`config.mk`:
```
export PLATFORM = sky130hd
export DESIGN_NAME = sysid_check_ctrl
export DESIGN_NICKNAME = d
export VERILOG_FILES = /design/src/rtl/sysid_check_ctrl.sv
export SDC_FILE = /design/constraint.sdc
export NUM_CORES = 1
export LEC_CHECK = 0
export ABC_AREA = 0
export CAP_MARGIN = 30
export CORE_MARGIN = 8
export CORE_UTILIZATION = 37
export CTS_BUF_LIST = sky130_fd_sc_hd__clkbuf_16
export DETAILED_ROUTE_END_ITERATION = 10
export GPL_TIMING_DRIVEN = 0
export HOLD_SLACK_MARGIN = 0.05
export PLACE_DENSITY = 0.68
export SYNTH_ARGS = -nofsm -noshare
export SYNTH_HDL_FRONTEND = slang
export SYNTH_SLANG_ARGS = --single-unit
```
`constraint.sdc`:
```
create_clock -name clock -period 1.9 [get_ports clock]
set_input_delay 0.19 -clock clock [delete_from_list [all_inputs] [get_ports clock]]
set_output_delay 0.19 -clock clock [all_outputs]
set_load 0.03 [all_outputs]
```
`src/rtl/sysid_check_ctrl.sv`:
```
// Reads the system ID (address 0) and optionally the timestamp (address 1) from a sysid slave and
// compares them with expected values. Define SYSID_CHECK_TIMESTAMP_EN to include the timestamp read.
module sysid_check_ctrl #(
  parameter logic [31:0] EXPECTED_ID   = 32'h0000_0000,
  parameter logic [31:0] EXPECTED_TS   = 32'h0000_0000,
  parameter int unsigned SETTLE_CYCLES = 4,
  parameter int unsigned READ_LATENCY  = 1
) (
  input  logic        clock,
  input  logic        reset,
  input  logic        start,
  output logic        sysid_address,
  input  logic [31:0] sysid_readdata,
  output logic        busy,
  output logic        done,
  output logic        id_ok,
  output logic        ts_ok,
  output logic        mismatch,
  output logic [31:0] captured_id,
  output logic [31:0] captured_ts
);

`ifdef SYSID_CHECK_TIMESTAMP_EN
  typedef enum logic [1:0] {SETTLE, RD_ID, RD_TS, DONE} state_t;
  logic [31:0] captured_ts_q;
  assign captured_ts = captured_ts_q;
`else
  typedef enum logic [1:0] {SETTLE, RD_ID, DONE} state_t;
  localparam logic [31:0] unused_expected_ts = EXPECTED_TS;
  assign captured_ts = '0;
`endif

  localparam logic [7:0] SETTLE_LAST = 8'(SETTLE_CYCLES - 1);
  localparam logic [7:0] READ_LAST   = 8'(READ_LATENCY);

  state_t     state;
  logic [7:0] cnt;

  always_ff @(posedge clock or posedge reset) begin
    if (reset) begin
      state         <= SETTLE;
      cnt           <= '0;
      sysid_address <= 1'b0;
      busy          <= 1'b1;
      done          <= 1'b0;
      id_ok         <= 1'b0;
      ts_ok         <= 1'b0;
      mismatch      <= 1'b0;
      captured_id   <= '0;
`ifdef SYSID_CHECK_TIMESTAMP_EN
      captured_ts_q <= '0;
`endif
    end else begin
      case (state)
        SETTLE: begin
          if (cnt == SETTLE_LAST) begin
            cnt   <= '0;
            state <= RD_ID;
          end else begin
            cnt <= cnt + 8'd1;
          end
        end
        RD_ID: begin
          if (cnt == READ_LAST) begin
            cnt         <= '0;
            captured_id <= sysid_readdata;
`ifdef SYSID_CHECK_TIMESTAMP_EN
            state         <= RD_TS;
            sysid_address <= 1'b1;
`else
            // Without the timestamp read the verdict is formed straight from the sampled ID.
            state    <= DONE;
            busy     <= 1'b0;
            done     <= 1'b1;
            id_ok    <= (sysid_readdata == EXPECTED_ID);
            ts_ok    <= 1'b1;
            mismatch <= (sysid_readdata != EXPECTED_ID);
`endif
          end else begin
            cnt <= cnt + 8'd1;
          end
        end
`ifdef SYSID_CHECK_TIMESTAMP_EN
        RD_TS: begin
          if (cnt == READ_LAST) begin
            cnt           <= '0;
            captured_ts_q <= sysid_readdata;
            sysid_address <= 1'b0;
            state         <= DONE;
            busy          <= 1'b0;
            done          <= 1'b1;
            id_ok         <= (captured_id == EXPECTED_ID);
            ts_ok         <= (sysid_readdata == EXPECTED_TS);
            mismatch      <= !((captured_id == EXPECTED_ID) && (sysid_readdata == EXPECTED_TS));
          end else begin
            cnt <= cnt + 8'd1;
          end
        end
`endif
        DONE: begin
          if (start) begin
            state       <= SETTLE;
            cnt         <= '0;
            busy        <= 1'b1;
            done        <= 1'b0;
            id_ok       <= 1'b0;
            ts_ok       <= 1'b0;
            mismatch    <= 1'b0;
            captured_id <= '0;
`ifdef SYSID_CHECK_TIMESTAMP_EN
            captured_ts_q <= '0;
`endif
          end
        end
        default: begin
          state <= SETTLE;
          cnt   <= '0;
        end
      endcase
    end
  end

endmodule

```
==> flow_summary.toml <==
[outcome]
outcome = "finished, final reports clean"

[global_route]
grtUsageTotal_pct = 13.6
antenna_found_initial = 0
grt_max_degree = 38
grt_pass1_wl_um = 9690
grt_pass1_vias = 1953
grt-ovfl-total = 0

[worst_setup_path]
cpMaxStageDelayCell = "clkdlybuf4s50_1"
crit_family = "buffers and inverters"
r2r-start = "state[1]"
path_cells = "clkdlybuf4s50_1"
worst-path-max-fanout = 2
arrival_ns = 1.48
cp.required_ns = 1.71
cp_num_buf_inv = 1
ff2ff_path_depth = 5
critPathKind = "reg -> out"
startpoint_type = "flop"
r2r-end = "cnt[2]"
cp-end-kind = "output port"
cpPeakStageDelay_ns = 0.66
reg2reg_slack_ns = 0.26

[logic_synthesis]
ys_types = 34
ys.flop_type = "dfrtp_1"
synth_top_family_by_area = "simple AND/OR/NAND/NOR gates"
syn_area_um2 = 2340
synthAdderAreaFrac_pct = 1.07
synth-xor-area-share_pct = 1.12
syn_inst = 259
avgSynthCellArea_um2 = 9.05
synth-edff-count = 0
yosysWarnings = 1
ys_ff_latch = 46
synthArstFlopShare_pct = 100
synth_compound_area_share_pct = 10.7
seq_area_frac_synth_pct = 49.2
synth-simple-area-share_pct = 21.1
muxShareOfSynthArea_pct = 0.481

[clock_network]
cts.clk_slew.worst_paths_ns = 0.07
cts_tree = "yes"
numCtsBuffers = 5
htree_num_levels = 2
ctsResizeCount = 0
hold_buffers = 0
cts_root_buffer = "clkbuf_16"
clockBufferDepth = 2
cts_sinks = 46
cts_setup_buffers = 0
clk_latency_ns = 0.29

[job]
max_cap_viol_count = 0

[timing]
clock_skew_ns = 0.0124
fin_hold_ws_ns = 0.139
final_max_slew_viol_count = 0
post-route-min-period_ns = 1.67
setup-tns-final_ns = 0
finalHoldViolCount = 0
rsz0062_at_grt = "no"
fmax_mhz = 600
slew_headroom_pct = 39.4
max_slew.worst_pin.slew_ns = 0.901
min_period_over_period_pct = 87.8
final-setup-viol-count = 0

[hold_path]
min_path_type = "in -> async"

[power]
p_per_area_nw_per_um2 = 1270
leakagePower_nw = 1.57
ir_worst_vdd_v = 0.000721

[place]
port_buffers = 71
dpl.cell_count = 440
gp_congestion = 0.801
hpwl_um = 5020
placed_area_um2 = 3290

[finish]
design_area_um2 = 3440
fillCellCount = 588
drive_above_1_share_pct = 15.4
multi_input_area_um2 = 932
layout_commonest_cell = "nand2_1"
seqCellArea_um2 = 1150
final_cell_mix = "nand2_1 (77), clkdlybuf4s50_1 (71), dfrtp_1 (45)"
fin_cells = 448
syn_to_final_growth_pct = 46.8
antenna_cells = 0
fin_nets = 407

[route]
num_vias = 2009
wl_um = 6350
final_antenna_net_count = 0
dr.pass1.iters = 4
via_per_inst = 4.48
drt_iter0_markers = 116
wire_per_inst_um = 14.2
drc_errors = 0

[floorplan]
dieHeight_um = 95.6
dieArea_um2 = 9140
boundaryPins = 105
row_count = 29
initial_utilization_pct = 37.6
core_area_um2 = 6240
die_x_um = 95.6
logic make-up after synthesis:
kind of cell	count (synthesis)
adders and majority gates	2
AOI/OAI and AO/OA	47
buffers and inverters	50
muxes	1
other	1
DFF	46
and+or+nand+nor	109
xor gates and xnor gates	3
cell usage after synthesis (2+ instances only):
cell / count / share of area [%]
nand2_1: 77 / 12
dfrtp_1: 45 / 48
buf_4: 35 / 11
o21ai_1: 29 / 6.2
o21ai_0: 10 / 2.1
buf_6: 8 / 3.8
nor4_1: 8 / 2.1
inv_1: 4 / 0.64
nand3_1: 4 / 0.85
nor2_1: 4 / 0.64
a21o_1: 3 / 0.96
clkbuf_1: 3 / 0.48
nand4_1: 3 / 0.80
a21oi_1: 2 / 0.43
ha_1: 2 / 1.1
nand3b_1: 2 / 0.64
nor3_1: 2 / 0.43
xor2_1: 2 / 0.75
metrics by stage:
stage	total power [mW]	utilization (%)	setup WS (ns)
6_report	4.38	55.1	0.233
4_1_cts	4.43	55.1	0.220
2_1_floorplan	2.73	-	0.382
5_1_grt	4.63	55.1	0.120
3_5_place_dp	3.53	52.7	0.127
3_3_place_gp	3.47	52.4	-0.371
area by class of cell:
| cell class | instances | area share (%) |
|---|---|---|
| flip-flops and latches | 46 | 33.5 |
| plain buffers | 46 | 10.6 |
| inverters | 4 | 0.436 |
| clock inverters | 3 | 0.727 |
| multi-input cells | 195 | 27.1 |
| well taps | 77 | 2.80 |
| repair buffers | 72 | 21.2 |
| clock buffers | 5 | 3.64 |
power by group:
| part | internal (mW) | switching, mW |
|---|---|---|
| Combinational | 0.810 | 1.07 |
| Sequential | 1.33 | 0.282 |
| Clock | 0.495 | 0.395 |
| Total | 2.64 | 1.74 |
registers in the layout, indices dropped and copies added, names as in the netlist:
name and count:
cnt 8, busy 1, ts_ok 1, mismatch 1, state 2, id_ok 1, captured_id 32
worst max path at each step:
stage | from | endpoint | slack, ns | cells past startpoint
floorplan | cnt[0] | cnt[2] | 0.38 | 5
global placement | reset | captured_id[3] | -0.37 | 2
detailed placement | start | captured_id[12] | 0.13 | 5
CTS | busy | busy | 0.22 | 1
global route | state[1] | cnt[2] | 0.12 | 5
finish | busy | busy | 0.23 | 1
metal layers:
metal	share of wire [%]	vias to the layer above	track usage, %	wire (um)
li1	-	1014	-	-
met1	41	921	15.6	2630
met2	50	69	24.4	3160
met3	7.8	5	2.99	498
met4	0.93	0	4.23	59
met5	0	-	0	0
(Power assumes the default switching activity.)
